<file path="config.mk">
export PLATFORM = sky130hd
export DESIGN_NAME = prog_sequencer
export DESIGN_NICKNAME = d
export VERILOG_FILES = /design/src/rtl/prog_sequencer.sv
export SDC_FILE = /design/constraint.sdc
export NUM_CORES = 1
export LEC_CHECK = 0
export BUFFER_PORTS_ARGS = -buffer_cell sky130_fd_sc_hd__buf_4
export CORE_ASPECT_RATIO = 0.8
export CORE_MARGIN = 3
export CORE_UTILIZATION = 45
export DETAILED_ROUTE_END_ITERATION = 6
export PLACE_DENSITY_LB_ADDON = 0.3
export SLEW_MARGIN = 25
export SYNTH_ARGS = -nofsm -noshare
export SYNTH_HDL_FRONTEND = slang
export SYNTH_SLANG_ARGS = --single-unit
</file>
<file path="constraint.sdc">
create_clock -name Clk -period 2.7 [get_ports Clk]
set_clock_uncertainty 0.1 [all_clocks]
set_input_delay 0.54 -clock Clk [delete_from_list [all_inputs] [get_ports Clk]]
set_output_delay 0.54 -clock Clk [all_outputs]
set_load 0.05 [all_outputs]
</file>
<file path="src/rtl/prog_sequencer.sv">
// Program-counter sequencer: walks an instruction ROM address through IDLE -> RUN -> DONE,
// applying decoder jump/branch/NOP-stall requests and keeping decoder mode, previous instruction and compare flags.
module prog_sequencer (
  input  logic        Clk,
  input  logic        Reset,
  input  logic        Start,
  input  logic        AckIn,
  input  logic        BranchEn,
  input  logic [8:0]  BranchTarget,
  input  logic        JumpEn,
  input  logic [8:0]  JumpAddr,
  input  logic [1:0]  NextState,
  input  logic [8:0]  PrevInstructionIn,
  input  logic [2:0]  CMPBitsIn,
  input  logic        CMPLoadEn,
  output logic [9:0]  ProgCtr,
  output logic [1:0]  CurrState,
  output logic [8:0]  PrevInstruction,
  output logic [2:0]  CMPBits,
  output logic        Busy,
  output logic        Done,
  output logic [15:0] CycleCnt
);

  typedef enum logic [1:0] {
    S_IDLE = 2'b00,
    S_RUN  = 2'b01,
    S_DONE = 2'b10
  } seq_state_t;

  localparam logic [1:0] MODE_NOP = 2'b11;

  seq_state_t  state, state_next;
  logic        start_q;
  logic        stall;
  logic [9:0]  pc_next;
  logic [1:0]  cs_next;
  logic [8:0]  prev_next;
  logic [2:0]  cmp_next;
  logic [15:0] cnt_next;

  // start_q resets high so a Start already asserted at reset release cannot launch a run;
  // a run only begins on a low-to-high Start seen in IDLE.
  always_ff @(posedge Clk or negedge Reset) begin
    if (!Reset) begin
      state           <= S_IDLE;
      start_q         <= 1'b1;
      ProgCtr         <= '0;
      CurrState       <= '0;
      PrevInstruction <= '0;
      CMPBits         <= '0;
      CycleCnt        <= '0;
    end else begin
      state           <= state_next;
      start_q         <= Start;
      ProgCtr         <= pc_next;
      CurrState       <= cs_next;
      PrevInstruction <= prev_next;
      CMPBits         <= cmp_next;
      CycleCnt        <= cnt_next;
    end
  end

  always_comb begin
    state_next = state;
    pc_next    = ProgCtr;
    cs_next    = CurrState;
    prev_next  = PrevInstruction;
    cmp_next   = CMPBits;
    cnt_next   = CycleCnt;
    stall      = (CurrState == MODE_NOP) && !JumpEn && !BranchEn;
    case (state)
      S_IDLE: begin
        pc_next = '0;
        cs_next = '0;
        if (Start && !start_q) begin
          state_next = S_RUN;
          cnt_next   = '0;
        end
      end
      S_RUN: begin
        if (CycleCnt != 16'hFFFF) cnt_next = CycleCnt + 16'd1;
        if (AckIn) begin
          state_next = S_DONE;
        end else begin
          // Priority: jump > branch > NOP stall > increment; 10-bit adds wrap modulo 1024.
          if (JumpEn)        pc_next = {1'b0, JumpAddr};
          else if (BranchEn) pc_next = ProgCtr + {1'b0, BranchTarget};
          else if (!stall)   pc_next = ProgCtr + 10'd1;
          cs_next   = stall ? 2'b00 : NextState;
          prev_next = PrevInstructionIn;
          if (CMPLoadEn) cmp_next = CMPBitsIn;
        end
      end
      S_DONE: begin
        if (!Start) begin
          state_next = S_IDLE;
          pc_next    = '0;
          cs_next    = '0;
        end
      end
      default: state_next = S_IDLE;
    endcase
  end

  assign Busy = (state == S_RUN);
  assign Done = (state == S_DONE);

endmodule

</file>
==> results_dict.tcl <==
set metrics [dict create \
    tns_ns 0 \
    cp_max_fo 2 \
    dpl.hpwl_um 4590 \
    dpl.cell_count 392 \
    arrival_ns 2.23 \
    ant_nets 0 \
    clkTransAtPathRegs_ns 0.08 \
    yosysSeqAreaShare_pct 44.3 \
    vias 2234 \
    worst_pin_slew_ns 0.558 \
    netlist.area_leader.share_pct 43.2 \
    synth_cells 255 \
    nNetsFinal 387 \
    total_leakage_power_nw 1.57 \
    synth_area_per_cell_sq_um 9.54 \
    ff_latch_area_sq_um 1080 \
    synth_most_common_cell "nand2_1" \
    cap_violations 0 \
    syn_nets 305 \
    cp.required_ns 2.77 \
    synth_cell_types 52 \
    ys_ff_latch 43 \
    synth_xor_area_share_pct 5.40 \
    clk_latency_ns 0.28 \
    cts.sinks 43 \
    hold_viol 0 \
    ys_async_sr_fraction_pct 100 \
    portBuffers 80 \
    ir_drop_mv 0.677 \
    timing.final.crit_share_pct 79.9 \
    r2r-start "ProgCtr[0]" \
    cts_resized 0 \
    synth_compound_area_share_pct 14.2 \
    yosysWarnings 0 \
    end_kind "flip-flop" \
    tritoncts "yes" \
    die_height_um 71.8 \
    drt_iter0_drc 128 \
    synth_top_family_by_area "simple AND/OR/NAND/NOR gates" \
    n_fill_cell 437 \
    grt_first_pass_wirelength_um 9940 \
    post-cts-setup-buffers 0 \
    drc_errors 0 \
    die_w_um 88.2 \
    die_area_sq_um 6330 \
    gp_congestion 0.896 \
    cts_made_buffers 5 \
    firstDrtPassIters 4 \
    grtUsageTotal_pct 19.9 \
    fmax_mhz 463 \
    slew_headroom_pct 62.7 \
    synthToLayoutAreaGrowth_pct 30.9 \
    routed_via_density 5.59 \
    status "finished clean" \
    synth_edf_count 0 \
    rsz0062_at_grt "false" \
    routed_wl_um 6100 \
    cp-startpoint "BranchTarget[0]" \
    synth_mux_area_share_pct 2.62 \
    h-tree-depth 2 \
    antenna_found_initial 0 \
    hp-class "input port to async pin" \
    grt_overflow 0 \
    initial_core_util_pct 47.5 \
    grt_pass1_vias 2133 \
    fin_cells 400 \
    setup.worst_path.start_class "input port" \
    core_area_sq_um 5120 \
    grt_max_degree 44 \
    cts-root-buf "clkbuf_8" \
    synth_top_area_cell "dfrtp_1" \
    multiInputGateArea_sq_um 1300 \
    setup_viol 0 \
    power_density_nw_per_um2 740 \
    maxSlewViolCount 0 \
    synthSimpleGateAreaFrac_pct 25.4 \
    path_class "input port to flip-flop" \
    post-route-util_pct 62.2 \
    clockBufferDepth 2 \
    fin_crit_ns 2.16 \
    cts-hold-fix-buffers 0 \
    netlist_top_cells_count "nand2_1 (49), dfrtp_1 (42), nor2_1 (18)" \
    avgRoutedWirePerCell_um 15.2 \
    yosys-top-cells-area "dfrtp_1 (43%), nand2_1 (7.6%), ha_1 (5.1%)" \
    ios 81 \
    rows 23 \
    syn_area_sq_um 2430 \
    synth-adder-area-share_pct 5.97 \
    synth_flop_cell "dfrtp_1" \
    num_antenna_cells 0 \
    drive_gt1_share_pct 29.0 \
]
cells in the final DEF (no fill, tap or decap), drive strengths merged, types with 2 or more instances in the layout:
master / Yosys / routed
and2: 8 / 8
xor2: 7 / 7
xnor2: 8 / 8
nor2: 18 / 18
nand3: 12 / 12
inv: 3 / 3
clkbuf: 5 / 8
mux2: 3 / 3
and4: 3 / 3
o2111ai: 2 / 2
nand2b: 5 / 5
dfrtp: 42 / 42
buf: 2 / 82
a32oi: 5 / 5
ha: 10 / 10
a21oi: 11 / 11
mux2i: 3 / 3
nor2b: 2 / 2
a22o: 2 / 2
a21boi: 2 / 2
o21ai: 17 / 17
or4: 2 / 2
nand4: 4 / 4
nor4: 5 / 5
or3: 2 / 2
and3: 4 / 4
nand2: 49 / 49
flip-flops by register name, indices dropped and copies added, names as in the netlist:
name	count
CycleCnt	16
ProgCtr	10
PrevInstruction	9
CMPBits	3
CurrState	2
state	2
start_q	1
critical path, cell delays in order:
cell	delay, ns
buf_4	0.10
nand2b_1	0.14
ha_1	0.20
fa_1	0.41
nand3_1	0.13
nand2_1	0.11
a311oi_1	0.34
xor2_1	0.19
o21ai_1	0.07
through the flow:
| step | instance area (sq um) | power, mW | hold WS [ns] | setup WS, ns |
|---|---|---|---|---|
| finish | 3180 | 2.36 | 0.130 | 0.542 |
| floorplan | 2430 | 1.58 | 0.144 | 0.502 |
| global placement | 3080 | 1.91 | 0.359 | 0.305 |
| detailed placement | 3080 | 1.93 | 0.364 | 0.251 |
| global route | 3180 | 2.48 | 0.168 | 0.472 |
| CTS | 3180 | 2.38 | 0.147 | 0.566 |
metal layers:
layer	GRT usage (%)	wire length (um)	share of wire, %	up-vias
li1	-	-	-	1080
met1	28.7	2670	44	1045
met2	30.9	2760	45	103
met3	4.02	599	9.8	6
met4	4.70	61	1.0	0
met5	0	0	0	-
power breakdown:
part           internal [mW]  total (mW)  switching (mW)
combinational          0.320        1.04           0.716
clock                  0.234       0.440           0.206
sequential             0.772       0.880           0.107
final cells by class:
type | instances | area share, %
Tap cell | 62 | 2.44
Timing Repair Buffer | 82 | 19.3
Inverter | 3 | 0.354
Multi-Input combinational cell | 202 | 40.9
Clock buffer | 8 | 3.14
Sequential cell | 43 | 33.8
cell families after synthesis:
logic type | count (synthesis)
AO/OA/AOI/OAI | 51
XOR/XNOR | 15
adder cells (fa/ha/maj) | 11
buffers and inverters | 10
flip-flops | 43
multiplexers | 6
AND/OR/NAND/NOR | 119
final timing paths:
path | slack, ns | endpoint | cells after the start
setup / recovery | 0.54 | ProgCtr[8] | 9
hold / removal | 0.13 | ProgCtr[3] | 1
setup reg to reg | 0.62 | ProgCtr[8] | 7
hold reg to reg | 0.39 | PrevInstruction[7] | 2
max in group asynchronous | 1.98 | start_q | 1
min in group Clk | 0.29 | start_q | 1
No activity file was read; power rests on OpenSTA's default activity.
